--- src/rtl/arm_mem_arbiter_if.sv ---
// Bus bundle between the arbiter, the fetch/load-store requesters and the single-ported memory.
// The slave modport is the arbiter's view; the master modport is the CPU-plus-memory side.
interface arm_mem_arbiter_if #(
    parameter int BusWidth = 32
);
    logic                i_IF_Req;
    logic [BusWidth-1:0] i_IF_Addr;
    logic                o_IF_Ready;
    logic [BusWidth-1:0] o_IF_Instr;

    logic                i_D_Req;
    logic                i_D_Write;
    logic [BusWidth-1:0] i_D_Addr;
    logic [BusWidth-1:0] i_D_WData;
    logic                o_D_Ready;
    logic [BusWidth-1:0] o_D_RData;

    logic                o_M_Valid;
    logic                o_M_Write;
    logic [BusWidth-1:0] o_M_Addr;
    logic [BusWidth-1:0] o_M_WData;
    logic                i_M_Ready;
    logic [BusWidth-1:0] i_M_RData;

    logic                o_Timeout;

    modport slave (
        input  i_IF_Req, i_IF_Addr,
        output o_IF_Ready, o_IF_Instr,
        input  i_D_Req, i_D_Write, i_D_Addr, i_D_WData,
        output o_D_Ready, o_D_RData,
        output o_M_Valid, o_M_Write, o_M_Addr, o_M_WData,
        input  i_M_Ready, i_M_RData,
        output o_Timeout
    );

    modport master (
        output i_IF_Req, i_IF_Addr,
        input  o_IF_Ready, o_IF_Instr,
        output i_D_Req, i_D_Write, i_D_Addr, i_D_WData,
        input  o_D_Ready, o_D_RData,
        input  o_M_Valid, o_M_Write, o_M_Addr, o_M_WData,
        output i_M_Ready, i_M_RData,
        input  o_Timeout
    );
endinterface

--- src/rtl/arm_mem_arbiter.sv ---
// Round-robin arbiter sharing one memory port between instruction fetch and data access.
// Optional access timeout is built when ARB_TIMEOUT_EN is defined (adds TimeoutCycles).
module arm_mem_arbiter #(
    parameter int BusWidth = 32
`ifdef ARB_TIMEOUT_EN
    ,
    parameter int TimeoutCycles = 255
`endif
) (
    input  logic             i_CLK,
    input  logic             i_RESET,
    arm_mem_arbiter_if.slave bus
);

    typedef enum logic [1:0] {
        ST_IDLE   = 2'd0,
        ST_IF_ACC = 2'd1,
        ST_D_ACC  = 2'd2
    } state_t;

    state_t              r_state;
    logic                r_last_d;
    logic                r_m_valid;
    logic                r_m_write;
    logic [BusWidth-1:0] r_m_addr;
    logic [BusWidth-1:0] r_m_wdata;
    logic                r_if_ready;
    logic [BusWidth-1:0] r_if_instr;
    logic                r_d_ready;
    logic [BusWidth-1:0] r_d_rdata;

    state_t              w_state_nxt;
    logic                w_last_d_nxt;
    logic                w_m_valid_nxt;
    logic                w_m_write_nxt;
    logic [BusWidth-1:0] w_m_addr_nxt;
    logic [BusWidth-1:0] w_m_wdata_nxt;
    logic                w_if_ready_nxt;
    logic [BusWidth-1:0] w_if_instr_nxt;
    logic                w_d_ready_nxt;
    logic [BusWidth-1:0] w_d_rdata_nxt;
    logic                w_if_eff;
    logic                w_d_eff;

`ifdef ARB_TIMEOUT_EN
    localparam logic [15:0] TMO_LAST = 16'(TimeoutCycles - 1);

    logic [15:0] r_tmo_cnt;
    logic        r_timeout;
    logic [15:0] w_tmo_cnt_nxt;
    logic        w_timeout_nxt;
`endif

    // State register and registered outputs.
    always_ff @(posedge i_CLK or negedge i_RESET) begin
        if (!i_RESET) begin
            r_state    <= ST_IDLE;
            r_last_d   <= 1'b1;
            r_m_valid  <= 1'b0;
            r_m_write  <= 1'b0;
            r_m_addr   <= '0;
            r_m_wdata  <= '0;
            r_if_ready <= 1'b0;
            r_if_instr <= '0;
            r_d_ready  <= 1'b0;
            r_d_rdata  <= '0;
`ifdef ARB_TIMEOUT_EN
            r_tmo_cnt  <= 16'd0;
            r_timeout  <= 1'b0;
`endif
        end else begin
            r_state    <= w_state_nxt;
            r_last_d   <= w_last_d_nxt;
            r_m_valid  <= w_m_valid_nxt;
            r_m_write  <= w_m_write_nxt;
            r_m_addr   <= w_m_addr_nxt;
            r_m_wdata  <= w_m_wdata_nxt;
            r_if_ready <= w_if_ready_nxt;
            r_if_instr <= w_if_instr_nxt;
            r_d_ready  <= w_d_ready_nxt;
            r_d_rdata  <= w_d_rdata_nxt;
`ifdef ARB_TIMEOUT_EN
            r_tmo_cnt  <= w_tmo_cnt_nxt;
            r_timeout  <= w_timeout_nxt;
`endif
        end
    end

    // Next-state, arbitration and next-output logic.
    always_comb begin
        w_state_nxt    = r_state;
        w_last_d_nxt   = r_last_d;
        w_m_valid_nxt  = r_m_valid;
        w_m_write_nxt  = r_m_write;
        w_m_addr_nxt   = r_m_addr;
        w_m_wdata_nxt  = r_m_wdata;
        w_if_ready_nxt = 1'b0;
        w_if_instr_nxt = r_if_instr;
        w_d_ready_nxt  = 1'b0;
        w_d_rdata_nxt  = r_d_rdata;
`ifdef ARB_TIMEOUT_EN
        w_tmo_cnt_nxt  = r_tmo_cnt;
        w_timeout_nxt  = r_timeout;
`endif
        // A requester whose Ready is showing this cycle is still holding its old request.
        w_if_eff = bus.i_IF_Req & ~r_if_ready;
        w_d_eff  = bus.i_D_Req & ~r_d_ready;

        case (r_state)
            ST_IDLE: begin
                w_m_valid_nxt = 1'b0;
                w_m_write_nxt = 1'b0;
                // Round-robin pointer only moves when both sides actually contend.
                if (w_if_eff && (!w_d_eff || r_last_d)) begin
                    w_state_nxt   = ST_IF_ACC;
                    w_m_valid_nxt = 1'b1;
                    w_m_write_nxt = 1'b0;
                    w_m_addr_nxt  = bus.i_IF_Addr;
                    if (w_d_eff) begin
                        w_last_d_nxt = 1'b0;
                    end else begin
                        w_last_d_nxt = r_last_d;
                    end
`ifdef ARB_TIMEOUT_EN
                    w_tmo_cnt_nxt = 16'd0;
`endif
                end else if (w_d_eff) begin
                    w_state_nxt   = ST_D_ACC;
                    w_m_valid_nxt = 1'b1;
                    w_m_write_nxt = bus.i_D_Write;
                    w_m_addr_nxt  = bus.i_D_Addr;
                    w_m_wdata_nxt = bus.i_D_WData;
                    if (w_if_eff) begin
                        w_last_d_nxt = 1'b1;
                    end else begin
                        w_last_d_nxt = r_last_d;
                    end
`ifdef ARB_TIMEOUT_EN
                    w_tmo_cnt_nxt = 16'd0;
`endif
                end else begin
                    w_state_nxt = ST_IDLE;
                end
            end

            ST_IF_ACC, ST_D_ACC: begin
                if (bus.i_M_Ready) begin
                    w_state_nxt   = ST_IDLE;
                    w_m_valid_nxt = 1'b0;
                    w_m_write_nxt = 1'b0;
                    if (r_state == ST_IF_ACC) begin
                        w_if_ready_nxt = 1'b1;
                        w_if_instr_nxt = bus.i_M_RData;
                    end else begin
                        w_d_ready_nxt = 1'b1;
                        // Stores leave the last load result visible.
                        if (!r_m_write) begin
                            w_d_rdata_nxt = bus.i_M_RData;
                        end else begin
                            w_d_rdata_nxt = r_d_rdata;
                        end
                    end
`ifdef ARB_TIMEOUT_EN
                end else if (r_tmo_cnt == TMO_LAST) begin
                    w_state_nxt   = ST_IDLE;
                    w_m_valid_nxt = 1'b0;
                    w_m_write_nxt = 1'b0;
                    w_timeout_nxt = 1'b1;
                    if (r_state == ST_IF_ACC) begin
                        w_if_ready_nxt = 1'b1;
                        w_if_instr_nxt = '0;
                    end else begin
                        w_d_ready_nxt = 1'b1;
                        w_d_rdata_nxt = '0;
                    end
                end else begin
                    w_tmo_cnt_nxt = r_tmo_cnt + 16'd1;
                end
`else
                end else begin
                    w_state_nxt = r_state;
                end
`endif
            end

            default: begin
                w_state_nxt   = ST_IDLE;
                w_m_valid_nxt = 1'b0;
                w_m_write_nxt = 1'b0;
            end
        endcase
    end

    assign bus.o_M_Valid  = r_m_valid;
    assign bus.o_M_Write  = r_m_write;
    assign bus.o_M_Addr   = r_m_addr;
    assign bus.o_M_WData  = r_m_wdata;
    assign bus.o_IF_Ready = r_if_ready;
    assign bus.o_IF_Instr = r_if_instr;
    assign bus.o_D_Ready  = r_d_ready;
    assign bus.o_D_RData  = r_d_rdata;
`ifdef ARB_TIMEOUT_EN
    assign bus.o_Timeout  = r_timeout;
`else
    assign bus.o_Timeout  = 1'b0;
`endif

endmodule

--- src/flat_wrapper.sv ---
// flat-port wrapper written by rule: the top's interface ports become plain ports
module arm_mem_arbiter_flat 
#(
    parameter int BusWidth = 32

)
  (i_CLK, i_RESET, bus_i_IF_Req, bus_i_IF_Addr, bus_o_IF_Ready, bus_o_IF_Instr, bus_i_D_Req, bus_i_D_Write, bus_i_D_Addr, bus_i_D_WData, bus_o_D_Ready, bus_o_D_RData, bus_o_M_Valid, bus_o_M_Write, bus_o_M_Addr, bus_o_M_WData, bus_i_M_Ready, bus_i_M_RData, bus_o_Timeout);
  arm_mem_arbiter_if #(.BusWidth(BusWidth)) bus_i ();
  input  logic i_CLK;
  input  logic i_RESET;
  input wire logic [$bits(bus_i.i_IF_Req)-1:0] bus_i_IF_Req;
  input wire logic [$bits(bus_i.i_IF_Addr)-1:0] bus_i_IF_Addr;
  output wire logic [$bits(bus_i.o_IF_Ready)-1:0] bus_o_IF_Ready;
  output wire logic [$bits(bus_i.o_IF_Instr)-1:0] bus_o_IF_Instr;
  input wire logic [$bits(bus_i.i_D_Req)-1:0] bus_i_D_Req;
  input wire logic [$bits(bus_i.i_D_Write)-1:0] bus_i_D_Write;
  input wire logic [$bits(bus_i.i_D_Addr)-1:0] bus_i_D_Addr;
  input wire logic [$bits(bus_i.i_D_WData)-1:0] bus_i_D_WData;
  output wire logic [$bits(bus_i.o_D_Ready)-1:0] bus_o_D_Ready;
  output wire logic [$bits(bus_i.o_D_RData)-1:0] bus_o_D_RData;
  output wire logic [$bits(bus_i.o_M_Valid)-1:0] bus_o_M_Valid;
  output wire logic [$bits(bus_i.o_M_Write)-1:0] bus_o_M_Write;
  output wire logic [$bits(bus_i.o_M_Addr)-1:0] bus_o_M_Addr;
  output wire logic [$bits(bus_i.o_M_WData)-1:0] bus_o_M_WData;
  input wire logic [$bits(bus_i.i_M_Ready)-1:0] bus_i_M_Ready;
  input wire logic [$bits(bus_i.i_M_RData)-1:0] bus_i_M_RData;
  output wire logic [$bits(bus_i.o_Timeout)-1:0] bus_o_Timeout;
  assign bus_i.i_IF_Req = bus_i_IF_Req;
  assign bus_i.i_IF_Addr = bus_i_IF_Addr;
  assign bus_o_IF_Ready = bus_i.o_IF_Ready;
  assign bus_o_IF_Instr = bus_i.o_IF_Instr;
  assign bus_i.i_D_Req = bus_i_D_Req;
  assign bus_i.i_D_Write = bus_i_D_Write;
  assign bus_i.i_D_Addr = bus_i_D_Addr;
  assign bus_i.i_D_WData = bus_i_D_WData;
  assign bus_o_D_Ready = bus_i.o_D_Ready;
  assign bus_o_D_RData = bus_i.o_D_RData;
  assign bus_o_M_Valid = bus_i.o_M_Valid;
  assign bus_o_M_Write = bus_i.o_M_Write;
  assign bus_o_M_Addr = bus_i.o_M_Addr;
  assign bus_o_M_WData = bus_i.o_M_WData;
  assign bus_i.i_M_Ready = bus_i_M_Ready;
  assign bus_i.i_M_RData = bus_i_M_RData;
  assign bus_o_Timeout = bus_i.o_Timeout;
  arm_mem_arbiter #(.BusWidth(BusWidth)) u_core (.i_CLK(i_CLK), .i_RESET(i_RESET), .bus(bus_i));
endmodule
--- config.mk ---
export PLATFORM = sky130hd
export DESIGN_NAME = arm_mem_arbiter_flat
export DESIGN_NICKNAME = d
export VERILOG_FILES = /design/src/rtl/arm_mem_arbiter_if.sv /design/src/rtl/arm_mem_arbiter.sv /design/src/flat_wrapper.sv
export SDC_FILE = /design/constraint.sdc
export NUM_CORES = 1
export LEC_CHECK = 0
export ABC_AREA = 1
export BUFFER_PORTS_ARGS = -buffer_cell sky130_fd_sc_hd__buf_2
export CAP_MARGIN = 20
export CORE_ASPECT_RATIO = 0.5
export CORE_MARGIN = 5
export CORE_UTILIZATION = 51
export CTS_CLUSTER_DIAMETER = 50
export DETAILED_ROUTE_END_ITERATION = 7
export HOLD_SLACK_MARGIN = 0.05
export PLACE_DENSITY = 0.83
export SYNTH_ARGS = -nofsm -noshare
export SYNTH_HDL_FRONTEND = slang
export SYNTH_SLANG_ARGS = --single-unit
export TNS_END_PERCENT = 5
--- constraint.sdc ---
create_clock -name i_CLK -period 2.6 [get_ports i_CLK]
set_input_delay 0.52 -clock i_CLK [delete_from_list [all_inputs] [get_ports i_CLK]]
set_output_delay 0.52 -clock i_CLK [all_outputs]
set_load 0.01 [all_outputs]
==> summary.txt, run 1 <==
STA
  • Fmax: 0.568 GHz
  • Setup violators final: 0
  • Relative slew slack: 55.7%
  • Slew Limit Fails: 0
  • Min Tclk post-route: 1760 ps
  • Hold slack: 122 ps
  • Final Hold Viols: 0
  • RSZ-0062 raised after global routing: no
  • Setup_tns: 0 ps
  • Clock Skew: 8.18 ps
  • Worst-Margin Slew: 665 ps
  • Period utilization: 67.7%

Clock tree
  • Root buffer cell: clkbuf_16
  • Clk sinks: 135
  • # hold bufs at CTS: 0
  • Post-CTS sizing: 0
  • CTS Buffer Depth: 2
  • CTS buffer count: 17
  • Clock latency at the later pin of the worst-skew pair: 400 ps
  • TritonCTS clock tree: done
  • Setup bufs post-CTS: 0
  • Max H-tree Level: 4
  • Clock slew at reported path FFs: 60 ps

Job
  • Max Cap Violations: 0

Setup path
  • Worst setup EP type: register
  • Worst-path maximum fanout: 33
  • Worst setup SP type: register
  • Critical path data required time: 2930 ps
  • CP Class: reg2reg
  • Worst Path Arrival: 2090 ps

Logic synthesis
  • Ranking of synthesized cells by area: dfrtp_1 (58%), nand2_1 (15%), nand3_1 (8.4%)
  • Ys Warns: 0
  • Synth Cell Area: 5780 um^2
  • Number of synthesized register bits: 135
  • Top-area cell type share of the netlist area: 58.0%
  • Largest area contributor in the synthesized netlist: dfrtp_1
  • Most frequent cells after synthesis: nand2_1 (235), dfrtp_1 (134), inv_1 (104)
  • Post-synthesis sequential area ratio: 58.5%
  • Most common cell in the netlist: nand2_1
  • Post-synth EDFFs: 0
  • Post-synthesis cell type count: 22
  • Syn Nets: 827
  • Ys async rst share: 100%
  • Post-synthesis cell count: 691
  • Mean Syn Cell Area: 8.36 um^2
  • Primary FF master, synth: dfrtp_1

GRT
  • Initial antenna violation count: 0
  • Grt total ovfl: 0
  • Number of global-route vias before repair: 5,418
  • First-pass GRT wire length: 26,000 um
  • Total GRT Usage: 23.3%
  • Largest net degree at the start of global routing: 69

Detailed routing
  • Remaining DRCs: 0
  • Wire per inst: 14.5 um
  • Post-DRT Antenna Nets: 0
  • Vias per Instance: 4.91
  • DR vias: 5,425
  • DR iter-0 viols: 437
  • Drt first pass iters: 5
  • Final WL: 16,100 um

Die
  • Row cnt: 27
  • Core Region: 11,000 um^2
  • I/O pin count: 267
  • Die area: 13,700 um^2
  • Die Span Y: 85.3 um
  • Starting Density: 52.3%
  • Die width: 161 um

Cells and area
  • Area of the multi-input gates: 1800 um^2
  • Final Core Density: 70.1%
  • Synthesis-to-layout area growth: 34.0%
  • N_diodes: 0
  • Layout Nets: 1,084
  • Layout cell share with drive strength beyond 1: 33.1%
  • FF/Latch Area: 3380 um^2
  • # fillers: 871

Placement
  • Routability congestion estimate: 0.836
  • PortBufs: 265
  • DP HPWL: 11,400 um

Power and ir drop
  • Peak VDD IR: 0.000620 V
  • Power per cell area: 1230 nW/um^2
  • P_leak: 4.65 nW

Hold path
  • Worst hold path type: in2async

Run status
  • Outcome: completed
-- cell type report --
cell class,instances,area share [%]
timing repair buffer,277,18.5
sequential,135,43.6
tap,145,2.34
clock buffer,20,5.77
multi-input combinational,410,23.2
inverter,107,5.19
clock inverter,12,1.36
-- critical path: stages, from the launching register on --
cell and delay (ps):
dfrtp_1 360, inv_1 70, ha_1 190, nand3_1 140
nand2_2 210, inv_2 480, nand2_1 130, nand2_1 110
-- report_power, final --
part | internal (mW) | leakage, nW | switching [mW] | total, mW
registers | 3.11 | 1.67 | 0.549 | 3.66
logic | 1.37 | 2.72 | 2.28 | 3.66
clock network | 1.33 | 0.258 | 0.882 | 2.22
total | 5.82 | 4.65 | 3.71 | 9.53
-- logic make-up after synthesis --
kind of cell | count (synthesis) | share of synthesized area (%)
AND/OR/NAND/NOR | 338 | 24.4
XOR/XNOR | 1 | 0.152
AO/OA/AOI/OAI | 68 | 5.91
adder cells (fa/ha/maj) | 2 | 0.433
flip-flops | 135 | 58.5
buffers and inverters | 146 | 10.5
other | 1 | 0.0649
-- sequential cells by signal, summed over array words and instances (netlist names) --
| register | count |
|---|---|
| u_core.bus.o_IF_Ready | 1 |
| u_core.r_last_d | 1 |
| u_core.bus.o_M_Valid | 1 |
| u_core.bus.o_M_Write | 1 |
| u_core.bus.o_M_Addr | 32 |
| u_core.bus.o_M_WData | 32 |
| u_core.bus.o_D_Ready | 1 |
| u_core.bus.o_IF_Instr | 32 |
| u_core.bus.o_D_RData | 32 |
| u_core.r_state | 2 |
-- worst paths after layout --
check / slack, ps / from / cells past startpoint / end
min: 120 / i_RESET / 1 / u_core.bus.o_IF_Instr[22]$_DFFE_PN0P_
max: 840 / u_core.r_state[1]$_DFFE_PN0P_ / 7 / u_core.bus.o_M_Addr[26]$_DFFE_PN0P_
min in group i_CLK: 350 / bus_i_D_WData[0] / 3 / u_core.bus.o_M_WData[0]$_DFFE_PN0P_
max reg2reg: 840 / u_core.r_state[1]$_DFFE_PN0P_ / 7 / u_core.bus.o_M_Addr[26]$_DFFE_PN0P_
max in group asynchronous: 1740 / i_RESET / 2 / u_core.bus.o_M_Addr[22]$_DFFE_PN0P_
min reg2reg: 460 / u_core.bus.o_M_WData[11]$_DFFE_PN0P_ / 2 / u_core.bus.o_M_WData[11]$_DFFE_PN0P_
-- placed cells by master (no fill, tap or decap) --
cell and n:
inv_2 3, clkinv_2 4, inv_1 104, nor2_2 1, buf_4 11, clkbuf_1 2, nor2_1 1, buf_2 264
bufinv_16 1, nand2_1 233, o21ai_0 66, nand3_1 97, buf_12 1, buf_6 1, clkbuf_16 17, clkbuf_8 1
dfstp_2 1, conb_1 1, o21ai_1 1, o22ai_1 1, nor2_4 1, ha_1 2, clkinv_4 2, xor2_1 1
clkinvlp_4 5, nand2_2 4, nand3_2 1, dfrtp_1 134
-- metrics by stage --
stage	cell area (um^2)	power, mW	instances	worst slack [ps]
CTS	7740	9.61	1106	815
floorplan	5780	5.73	691	1250
detailed placement	7190	7.34	1074	802
finish	7740	9.53	1106	840
global placement	7190	7.19	1074	846
global route	7740	10.2	1106	710
-- layer usage --
metal  GRT usage [%]  part of all wire [%]  vias up
met2            42.4                    52      197
li1                -                     -     2637
met5               0                     0        -
met3            5.05                   5.4       41
met1            26.8                    39     2550
met4            10.3                   3.2        0
(Power assumes the default switching activity.)
==> inputs of run 2 (changes only) <==
Settings changed: ABC_AREA 1 to 0, CORE_UTILIZATION 51 to 43, PLACE_DENSITY 0.83 to 0.73.
Clock period 2.6 ns to 1.5 ns, I/O delays scaled along.
==> summary.txt, run 2 <==
Detailed routing
  • Wire per inst: 18.1 um
  • Vias per Instance: 5.09
  • Remaining DRCs: 0
  • DR iter-0 viols: 162
  • Drt first pass iters: 4
  • Final WL: 17,200 um
  • DR vias: 4,855
  • Post-DRT Antenna Nets: 0

Cells and area
  • Synthesis-to-layout area growth: 42.6%
  • Layout Nets: 878
  • Final Non-Filler Cells: 953
  • Commonest non-fill, non-tap cells in the layout: buf_2 (264), dfrtp_1 (134), mux2_4 (47)
  • FF/Latch Area: 3380 um^2
  • Final Core Density: 61.9%
  • # fillers: 1,164
  • Area of the multi-input gates: 2650 um^2
  • N_diodes: 0
  • Most common cell after layout, fill and taps aside: buf_2
  • Layout cell share with drive strength beyond 1: 61.6%

Clock tree
  • Clock slew at reported path FFs: 60 ps
  • CTS Buffer Depth: 2
  • TritonCTS clock tree: done
  • Clock latency at the later pin of the worst-skew pair: 420 ps
  • Max H-tree Level: 4
  • Clk sinks: 135
  • Root buffer cell: clkbuf_16
  • CTS buffer count: 17

Placement
  • DP HPWL: 12,200 um
  • Dpl ws: -194 ps
  • Routability congestion estimate: 0.779
  • Placed insts: 916
  • PortBufs: 265

Die
  • Die Span Y: 94.9 um
  • Die area: 17,000 um^2
  • Starting Density: 43.4%
  • Die width: 180 um
  • I/O pin count: 267
  • Core Region: 14,300 um^2
  • Row cnt: 31

STA
  • Hold slack: 100 ps
  • Fmax: 0.584 GHz
  • Setup violators final: 107
  • Final Hold Viols: 0
  • Period utilization: 114%
  • Clock Skew: 11.6 ps
  • RSZ-0062 raised after global routing: yes
  • Final WS setup: -214 ps
  • Min Tclk post-route: 1710 ps
  • Slew Limit Fails: 0

Logic synthesis
  • Post-synthesis cell count: 463
  • Largest family of logic cells by synthesized area: multiplexers
  • Most frequent cells after synthesis: dfrtp_1 (134), mux2_2 (66), inv_1 (37)
  • Top-area cell type share of the netlist area: 54.2%
  • Largest area contributor in the synthesized netlist: dfrtp_1
  • Ranking of synthesized cells by area: dfrtp_1 (54%), mux2_2 (12%), a221oi_2 (7.3%)
  • Post-synthesis adder-cell area fraction: 0.404%
  • Ys async rst share: 100%
  • Compound-Gate Fraction of Synth Area: 15.1%
  • Ys Warns: 0
  • Synth Cell Area: 6190 um^2
  • Post-synth EDFFs: 0
  • Syn Nets: 599
  • Mean Syn Cell Area: 13.4 um^2
  • Most common cell in the netlist: dfrtp_1
  • Mux cell area share after synthesis: 17.5%
  • Number of synthesized register bits: 135
  • Primary FF master, synth: dfrtp_1
  • Post-Synth Simple-Gate Area: 6.06%
  • Post-Synth XOR/XNOR Area: 0.141%
  • Post-synthesis cell type count: 33
  • Post-synthesis sequential area ratio: 54.6%

GRT
  • Number of global-route vias before repair: 5,333
  • First-pass GRT wire length: 26,500 um
  • Total GRT Usage: 19.3%
  • Grt total ovfl: 0
  • Initial antenna violation count: 0
  • Largest net degree at the start of global routing: 59

Hold path
  • WHS Endpoint: u_core.bus.o_M_WData[4]$_DFFE_PN0P_
  • Worst hold path type: in2reg
  • Hold path depth: 2
  • Critical hold path startpoint: bus_i_D_WData[4]

Setup path
  • Critical path data required time: 1790 ps
  • Top delay family on crit path: flip-flops
  • RR Endpoint: u_core.bus.o_D_RData[0]$_DFFE_PN0P_
  • Slowest-stage cell, CP: dfrtp_1
  • WP buf/inv: 3
  • Worst setup SP type: register
  • CP Class: reg2reg
  • Worst setup EP type: register
  • Worst reg-to-reg path cell count: 7
  • Worst-path maximum fanout: 8
  • Slowest Stage Delay on Critical Path: 390 ps
  • CP cell instances: inv_2 -> ha_4 -> nand2_4 -> nor3_4 -> buf_12 -> clkbuf_16 -> mux2_4
  • Worst Path Arrival: 2010 ps
  • Setup slack, reg-to-reg: -210 ps
  • Reg2reg start: u_core.r_state[0]$_DFFE_PN0P_

Run status
  • Outcome: complete, but fails checks
  • Failing checks: negative setup slack

Power and ir drop
  • Power, Total: 20.8 mW
  • Power per cell area: 2350 nW/um^2
  • Peak VDD IR: 0.00102 V
  • P_leak: 4.48 nW

Job
  • Max Cap Violations: 0
run 2: changes by cell type after synthesis, moves of 3 or more:
cell / delta
nand2_1: -229
and3b_1: +32
a221oi_2: +30
mux2_1: +30
buf_6: +4
o21ai_0: -33
inv_1: -67
nand3_1: -97
mux2_2: +66
inv_2: -3
a22oi_1: +32
run 2: timing repair:
action / CTS / global route
pin swaps: 3 / 5
resized for setup: 7 / 52
endpoints found under the setup margin: 125 / 133
endpoints found under the hold margin: 33 / 0
hold buffers: 1 / 0
cloned: 0 / 3
buffers inserted: 0 / 1
run 2: area by class of cell:
type | count | area share, %
clock buffer | 19 | 5.13
clock inverter | 13 | 1.81
inverter | 38 | 1.62
multi-input combinational | 249 | 30.0
sequential | 135 | 38.3
tap | 198 | 2.81
timing repair buffer | 301 | 20.3
run 2: metal layers:
| metal | part of all wire [%] | global-route usage (%) |
|---|---|---|
| met1 | 40 | 21.7 |
| met2 | 53 | 36.0 |
| met3 | 4.9 | 5.23 |
| met4 | 2.0 | 7.03 |
| met5 | 0 | 0 |
run 2: per-stage QoR:
stage	area, um^2	TNS (ps)
floorplan	6210	-2710
global placement	7910	-7280
global route	8830	-16830
detailed placement	7910	-9760
CTS	8550	-10490
finish	8830	-7700
run 2: worst max path at each step:
stage | start | end | slack (ps) | depth (start not counted)
6_report | u_core.r_state[0]$_DFFE_PN0P_ | u_core.bus.o_D_RData[0]$_DFFE_PN0P_ | -210 | 7
5_1_grt | u_core.r_state[0]$_DFFE_PN0P_ | u_core.bus.o_D_RData[18]$_DFFE_PN0P_ | -280 | 7
4_1_cts | u_core.r_state[0]$_DFFE_PN0P_ | u_core.bus.o_D_RData[4]$_DFFE_PN0P_ | -190 | 6
2_1_floorplan | u_core.r_state[0]$_DFFE_PN0P_ | u_core.bus.o_D_RData[10]$_DFFE_PN0P_ | -90 | 6
3_3_place_gp | u_core.r_state[0]$_DFFE_PN0P_ | u_core.bus.o_D_RData[27]$_DFFE_PN0P_ | -160 | 6
3_5_place_dp | u_core.r_state[0]$_DFFE_PN0P_ | u_core.bus.o_D_RData[26]$_DFFE_PN0P_ | -190 | 6
run 2: worst register-to-register path, delay by kind of cell (launching register included):
| kind | cells | cell delay [ps] |
|---|---|---|
| DFF | 1 | 390 |
| buffers and inverters | 3 | 390 |
| muxes | 1 | 300 |
| adders and majority gates | 1 | 280 |
| and+or+nand+nor | 2 | 250 |
run 2: logic make-up after synthesis:
kind of cell / Yosys count
flops: 135
fa+ha+maj: 2
other cells: 1
mux: 96
simple gates: 47
compound gates: 102
xor+xnor: 1
buf+inv: 79
run 2: power by group:
group          switching (mW)  leakage, nW  internal (mW)  total, mW
clock network            1.74        0.299           2.60       4.34
logic                    4.73         2.60           5.17       9.91
registers               0.958         1.58           5.56       6.51
total                    7.43         4.48           13.3       20.8
